`config.mk`:
```
export PLATFORM = sky130hd
export DESIGN_NAME = grad_eval_arbiter
export DESIGN_NICKNAME = d
export VERILOG_FILES = /design/src/rtl/grad_eval_arbiter.sv
export SDC_FILE = /design/constraint.sdc
export NUM_CORES = 1
export LEC_CHECK = 0
export ABC_AREA = 1
export BUFFER_PORTS_ARGS = -buffer_cell sky130_fd_sc_hd__buf_4
export CAP_MARGIN = 20
export CORE_AREA = 2 2 144 146
export DETAILED_ROUTE_END_ITERATION = 16
export DIE_AREA = 0 0 146 148
export GPL_TIMING_DRIVEN = 0
export PLACE_DENSITY_LB_ADDON = 0.08
export SKIP_CTS_REPAIR_TIMING = 1
export SYNTH_ARGS = -nofsm -noshare
export SYNTH_HDL_FRONTEND = slang
export SYNTH_SLANG_ARGS = --single-unit
```
`constraint.sdc`:
```
create_clock -name clk -period 3.9 [get_ports clk]
set_input_delay 1.17 -clock clk [delete_from_list [all_inputs] [get_ports clk]]
set_output_delay 1.17 -clock clk [all_outputs]
set_load 0.02 [all_outputs]
```
`src/rtl/grad_eval_arbiter.sv`:
```
// -----------------------------------------------------------------------------
// grad_eval_arbiter
//
// Round-robin arbiter and sequencer that shares one function/gradient
// evaluator between NUM_REQ optimiser lanes. A winning lane's Q24.8 point is
// driven to the evaluator. When the evaluator completes, its value and step
// size are returned to that lane. The evaluator is then flushed through a
// one-cycle pulse on its reset, so nothing carries over to the next lane.
//
// Sequence per service: IDLE -> LAUNCH -> WAIT -> RESP -> FLUSH -> IDLE.
// Every output is registered.
//
// Optional feature (macro EVAL_TIMEOUT_EN):
//   Adds a WAIT-state watchdog and a resp_err output. After TIMEOUT_CYCLES
//   WAIT cycles without eval_done, the block returns a saturated value with
//   resp_err=1. Without the macro, WAIT waits indefinitely.
//
// Ports:
//   clk, rst_n   : clock (rising edge) and asynchronous active-low reset
//   req          : level request per lane, held until that lane's resp_valid
//   req_x        : flat per-lane points, lane i at [32*i+31:32*i]
//   grant        : one-hot lane being served, 0 when idle
//   busy         : high whenever the sequencer is not IDLE
//   resp_valid   : one-cycle result pulse
//   resp_id      : lane the result belongs to
//   resp_value   : evaluator function value (signed 64)
//   resp_x_diff  : evaluator step size (signed 32)
//   resp_err     : watchdog expiry flag (EVAL_TIMEOUT_EN only)
//   eval_rst_n   : active-low reset to the evaluator
//   eval_start   : level start to the evaluator
//   eval_x       : point driven to the evaluator
//   eval_done    : evaluator completion flag
//   eval_value   : evaluator value output
//   eval_x_diff  : evaluator step output
// -----------------------------------------------------------------------------
module grad_eval_arbiter #(
  parameter int NUM_REQ        = 4,
  parameter int ID_W           = $clog2(NUM_REQ),
  parameter int TIMEOUT_CYCLES = 256
) (
  input  logic                     clk,
  input  logic                     rst_n,
  input  logic [NUM_REQ-1:0]       req,
  input  logic [32*NUM_REQ-1:0]    req_x,
  output logic [NUM_REQ-1:0]       grant,
  output logic                     busy,
  output logic                     resp_valid,
  output logic [ID_W-1:0]          resp_id,
  output logic signed [63:0]       resp_value,
  output logic signed [31:0]       resp_x_diff,
`ifdef EVAL_TIMEOUT_EN
  output logic                     resp_err,
`endif
  output logic                     eval_rst_n,
  output logic                     eval_start,
  output logic [31:0]              eval_x,
  input  logic                     eval_done,
  input  logic [63:0]              eval_value,
  input  logic [31:0]              eval_x_diff
);

  typedef enum logic [2:0] {
    IDLE   = 3'd0,
    LAUNCH = 3'd1,
    WAIT   = 3'd2,
    RESP   = 3'd3,
    FLUSH  = 3'd4
  } state_t;

  localparam logic [NUM_REQ-1:0] LANE0_HOT = {{(NUM_REQ-1){1'b0}}, 1'b1};
  localparam logic [ID_W-1:0]    LAST_LANE = ID_W'(NUM_REQ - 1);

  state_t                state_r, state_s;
  logic [ID_W-1:0]       last_id_r, last_id_s;
  logic [NUM_REQ-1:0]    grant_r, grant_s;
  logic                  busy_r, busy_s;
  logic                  resp_valid_r, resp_valid_s;
  logic [ID_W-1:0]       resp_id_r, resp_id_s;
  logic signed [63:0]    resp_value_r, resp_value_s;
  logic signed [31:0]    resp_x_diff_r, resp_x_diff_s;
  logic                  eval_rst_n_r, eval_rst_n_s;
  logic                  eval_start_r, eval_start_s;
  logic [31:0]           eval_x_r, eval_x_s;

  logic                  any_req_s;
  logic                  hi_found_s;
  logic [ID_W-1:0]       hi_id_s, lo_id_s, win_id_s;
  logic [31:0]           lane_x_s [NUM_REQ];

`ifdef EVAL_TIMEOUT_EN
  localparam int               TO_W    = $clog2(TIMEOUT_CYCLES + 1);
  localparam logic [TO_W-1:0]  TO_LAST = TO_W'(TIMEOUT_CYCLES - 1);
  localparam logic [TO_W-1:0]  TO_ONE  = TO_W'(1'b1);
  localparam logic signed [63:0] VALUE_SAT = 64'sh7FFF_FFFF_FFFF_FFFF;

  logic [TO_W-1:0]       wait_cnt_r, wait_cnt_s;
  logic                  resp_err_r, resp_err_s;
`else
  // The watchdog limit has no effect when the watchdog is not built.
  logic                  unused_timeout_cfg_s;
  assign unused_timeout_cfg_s = (TIMEOUT_CYCLES > 0);
`endif

  // Round-robin pick: lowest requesting lane above last_id, else lowest overall.
  always_comb begin
    any_req_s  = 1'b0;
    hi_found_s = 1'b0;
    hi_id_s    = {ID_W{1'b0}};
    lo_id_s    = {ID_W{1'b0}};
    // Scanning downward leaves the lowest matching index in each result.
    for (int i = NUM_REQ - 1; i >= 0; i--) begin
      lane_x_s[i] = req_x[32*i +: 32];
      if (req[i]) begin
        any_req_s = 1'b1;
        lo_id_s   = ID_W'(i);
        if (ID_W'(i) > last_id_r) begin
          hi_found_s = 1'b1;
          hi_id_s    = ID_W'(i);
        end else begin
          hi_found_s = hi_found_s;
        end
      end else begin
        any_req_s = any_req_s;
      end
    end
    win_id_s = hi_found_s ? hi_id_s : lo_id_s;
  end

  // Next-state and next-output logic for the service sequencer.
  always_comb begin
    state_s       = state_r;
    last_id_s     = last_id_r;
    grant_s       = grant_r;
    busy_s        = busy_r;
    resp_valid_s  = resp_valid_r;
    resp_id_s     = resp_id_r;
    resp_value_s  = resp_value_r;
    resp_x_diff_s = resp_x_diff_r;
    eval_rst_n_s  = eval_rst_n_r;
    eval_start_s  = eval_start_r;
    eval_x_s      = eval_x_r;
`ifdef EVAL_TIMEOUT_EN
    wait_cnt_s    = wait_cnt_r;
    resp_err_s    = resp_err_r;
`endif
    case (state_r)
      IDLE: begin
        eval_rst_n_s = 1'b1;
        if (any_req_s) begin
          last_id_s = win_id_s;
          resp_id_s = win_id_s;
          grant_s   = LANE0_HOT << win_id_s;
          eval_x_s  = lane_x_s[win_id_s];
          busy_s    = 1'b1;
          state_s   = LAUNCH;
        end else begin
          state_s   = IDLE;
        end
      end
      LAUNCH: begin
        eval_start_s = 1'b1;
`ifdef EVAL_TIMEOUT_EN
        wait_cnt_s   = {TO_W{1'b0}};
`endif
        state_s      = WAIT;
      end
      WAIT: begin
        if (eval_done) begin
          resp_value_s  = eval_value;
          resp_x_diff_s = eval_x_diff;
          eval_start_s  = 1'b0;
          resp_valid_s  = 1'b1;
`ifdef EVAL_TIMEOUT_EN
          resp_err_s    = 1'b0;
`endif
          state_s       = RESP;
        end
`ifdef EVAL_TIMEOUT_EN
        else if (wait_cnt_r == TO_LAST) begin
          // Evaluator never answered: return a saturated value and flag it.
          resp_value_s  = VALUE_SAT;
          resp_x_diff_s = 32'sd0;
          eval_start_s  = 1'b0;
          resp_valid_s  = 1'b1;
          resp_err_s    = 1'b1;
          state_s       = RESP;
        end else begin
          wait_cnt_s    = wait_cnt_r + TO_ONE;
          state_s       = WAIT;
        end
`else
        else begin
          state_s       = WAIT;
        end
`endif
      end
      RESP: begin
        resp_valid_s = 1'b0;
        grant_s      = {NUM_REQ{1'b0}};
        eval_rst_n_s = 1'b0;
        state_s      = FLUSH;
      end
      FLUSH: begin
        eval_rst_n_s = 1'b1;
        busy_s       = 1'b0;
        state_s      = IDLE;
      end
      default: begin
        grant_s      = {NUM_REQ{1'b0}};
        busy_s       = 1'b0;
        resp_valid_s = 1'b0;
        eval_start_s = 1'b0;
        eval_rst_n_s = 1'b0;
        state_s      = IDLE;
      end
    endcase
  end

  // State and output registers; an asynchronous reset aborts any service.
  always_ff @(posedge clk or negedge rst_n) begin
    if (!rst_n) begin
      state_r       <= IDLE;
      last_id_r     <= LAST_LANE;
      grant_r       <= {NUM_REQ{1'b0}};
      busy_r        <= 1'b0;
      resp_valid_r  <= 1'b0;
      resp_id_r     <= {ID_W{1'b0}};
      resp_value_r  <= 64'sd0;
      resp_x_diff_r <= 32'sd0;
      eval_rst_n_r  <= 1'b0;
      eval_start_r  <= 1'b0;
      eval_x_r      <= 32'd0;
`ifdef EVAL_TIMEOUT_EN
      wait_cnt_r    <= {TO_W{1'b0}};
      resp_err_r    <= 1'b0;
`endif
    end else begin
      state_r       <= state_s;
      last_id_r     <= last_id_s;
      grant_r       <= grant_s;
      busy_r        <= busy_s;
      resp_valid_r  <= resp_valid_s;
      resp_id_r     <= resp_id_s;
      resp_value_r  <= resp_value_s;
      resp_x_diff_r <= resp_x_diff_s;
      eval_rst_n_r  <= eval_rst_n_s;
      eval_start_r  <= eval_start_s;
      eval_x_r      <= eval_x_s;
`ifdef EVAL_TIMEOUT_EN
      wait_cnt_r    <= wait_cnt_s;
      resp_err_r    <= resp_err_s;
`endif
    end
  end

  assign grant       = grant_r;
  assign busy        = busy_r;
  assign resp_valid  = resp_valid_r;
  assign resp_id     = resp_id_r;
  assign resp_value  = resp_value_r;
  assign resp_x_diff = resp_x_diff_r;
  assign eval_rst_n  = eval_rst_n_r;
  assign eval_start  = eval_start_r;
  assign eval_x      = eval_x_r;
`ifdef EVAL_TIMEOUT_EN
  assign resp_err    = resp_err_r;
`endif

endmodule

```
==> metrics <==
status=finished clean; Placed Cells=around 1400; FFs w/ async S/R, synth=100%; Max FO, Critical Path=10; post-layout net count=roughly 1400; vias in the first global route=between 6000 and 7000; global-route wire length before repair=between 30000 and 40000 µm; endpoints failing setup=0; clk_skew=0.00881 ns; Syn Nets=just under 1000; number of diodes=0; WP data arrival=2.58 ns; Worst R2R Path Depth=7; share of cells above drive strength 1=between 40% and 50%; Synth area leader=dfrtp_1; Worst VDD drop=0.394 mV; TNS Setup=0 ns; GRT overflow=0; most frequent cells after synthesis=341 x nand2_1, 141 x dfrtp_1, 78 x mux2_2; clk sinks=around 140; 1st-iter DRT viols=between 200 and 250; Pwr per Cell Area=approximately 840 mW/mm²; Warnings, synthesis=0; core area=0.0200 mm²; Comb pwr share=52.7%; top cells by area, synth=dfrtp_1 52%, nand2_1 19%, mux2_2 13%; Num CTS Buffers=17; routed vias/inst=between 4 and 5; Placer Congestion=between 0.8 and 0.9; Initial Util=33.9%; 1st-pass router iterations=4; Clk network pwr share=around 18%; gr usage total=21.0%; pin count of the biggest net entering global routing=between 80 and 90; worst path required time=between 4 and 5 ns; flop2flop setup slack=around 2.0 ns; count of pins over their slew limit=0; Yosys reg bits=roughly 140; initial antenna violation count=0; Top FF cell, synth=dfrtp_1; crit path launch type=input pin; Non-Filler Instances=1407; WL per Instance=around 16 µm; Die ar.=~0.022 mm²; Max-Cap Viols=0; fillers=around 2000; worst slew pin tran=around 0.62 ns; Die X-Extent=between 100 and 150 µm; RSZ-0062 raised after global routing=false; CP endpoint kind=flip-flop; Hold Path Depth=2; P_leak=between 5 and 6 nW; DRT Wirelength=between 20000 and 25000 µm; H-Tree Depth=4; chip height=around 150 µm; site row count=52; Sw Pwr=between 0.003 and 0.004 W; port bufs=about 370; Mapped Area=0.00679 mm²; CTS tree=built; final hold violations=0; Final min period=2.27 ns; Post-synth EDFFs=0; reg2reg end=eval_x[11]; area of the multi-input gates=about 0.0028 mm²; switching part of the total power=a little over two fifths; top-count cell post-synth=nand2_1; Clock Root Buffer=clkbuf_16; vias post-DR=about 6400; Clock Path Buffers=2; DR DRC count=0; r2r startpoint=state_r[1]; Mean Syn Cell Area=~9.2 µm²; internal power=approximately 0.005 W; Highest Clock Rate=440 MHz; Final HPWL DP=approximately 18000 µm; Skew-Pair Late Insertion Delay=approximately 0.42 ns; synth-to-layout area growth=54.5%; min-delay worst type=flip-flop to flip-flop; sequential area share after synthesis=52.7%; Worst Hold Path EP=eval_x[10]; Antenna Nets Post-Route=0; FF+latch area=between 0.003 and 0.004 mm²; share of the synthesized area in the top cell type=51.9%; Slew Limit Headroom=58.8%; Crit Path Category=input pin to flip-flop; Clock transition at path regs=approximately 0.06 ns; hold wc startpoint=eval_x[10]; I/O pin total=369; final worst-path cycle share=between 50 and 60%; Mapped Cells=around 740; Synth cell types=23; sequential share of power=29.3%
how the worst max path moves through the flow:
stage	slack (ns)	end	depth (start not counted)	from
4_1_cts	1.63	eval_x[18]	9	req[2]
6_report	1.63	eval_x[11]	9	req[2]
5_1_grt	1.49	eval_x[15]	9	req[2]
3_3_place_gp	0.88	resp_value[43]	1	rst_n
2_1_floorplan	1.77	eval_x[21]	13	req[3]
3_5_place_dp	1.21	eval_x[18]	9	req[2]
critical path, stage by stage:
cell      delay, ns
buf_4          0.10
inv_1          0.05
nand3_1        0.06
o21ai_1        0.07
nor2_1         0.40
inv_2          0.22
clkbuf_1       0.30
nand2_1        0.14
nand2_1        0.06
layer usage:
| layer | part of all wire, % | vias to the layer above | track usage (%) |
|---|---|---|---|
| met3 | 6.3 | 31 | 5.34 |
| met5 | 0 | - | 0 |
| met2 | 49 | 222 | 35.5 |
| li1 | - | 3143 | - |
| met1 | 41 | 2973 | 25.9 |
| met4 | 2.8 | 0 | 8.16 |
cell families (layout without fill, tap and decap cells):
| group | Yosys count | after routing | synth area share [%] |
|---|---|---|---|
| compound gates | 13 | 13 | 0.995 |
| buf+inv | 62 | 463 | 5.38 |
| flops | 143 | 143 | 52.7 |
| mux | 96 | 96 | 15.9 |
| simple gates | 422 | 422 | 25.0 |
through the flow:
step | cell area [µm²] | power (W) | util (%) | worst slack [ns] | hold slack, ns
after floorplan | 6790 | 0.00534 | - | 1.77 | 0.484
after global placement | 9890 | 0.00728 | 49.4 | 0.883 | 0.461
after detailed placement | 9920 | 0.00734 | 49.5 | 1.21 | 0.466
after CTS | 10500 | 0.00897 | 52.4 | 1.63 | 0.483
after global routing | 10500 | 0.00949 | 52.4 | 1.49 | 0.501
final | 10500 | 0.00886 | 52.4 | 1.63 | 0.478
registers in the layout, summed over array words and instances (netlist names):
register     cells
busy             1
eval_rst_n       1
eval_start       1
eval_x          32
grant            4
last_id_r        2
resp_id          2
resp_valid       1
resp_value      64
resp_x_diff     32
state_r          3
power by group through the flow:
stage               Clock [W]  Sequential, W  Combinational (W)
floorplan                   0        0.00348            0.00186
global placement            0        0.00259            0.00469
detailed placement          0        0.00262            0.00472
CTS                   0.00165        0.00260            0.00473
global route          0.00171        0.00270            0.00507
finish                0.00160        0.00259            0.00467
placed cells by master, fill, tap and decap left out, drive strengths merged:
cell / count
buf: 407
nand2: 344
dfrtp: 141
mux2: 96
nand3: 71
inv: 27
clkbuf: 24
o21ai: 11
nor2: 5
clkinv: 3
dfstp: 2
nor3: 1
a21oi: 1
o211ai: 1
nand3b: 1
clkinvlp: 1
bufinv: 1
cell type report:
class / count / share of cell area, %
Tap cell: 270 / 3.22
Multi-Input combinational cell: 531 / 27.1
Buffer: 44 / 2.84
Clock buffer: 18 / 4.09
Inverter: 18 / 0.644
Sequential cell: 143 / 34.1
Clock inverter: 14 / 1.37
Timing Repair Buffer: 369 / 26.6
(Power assumes the default switching activity.)
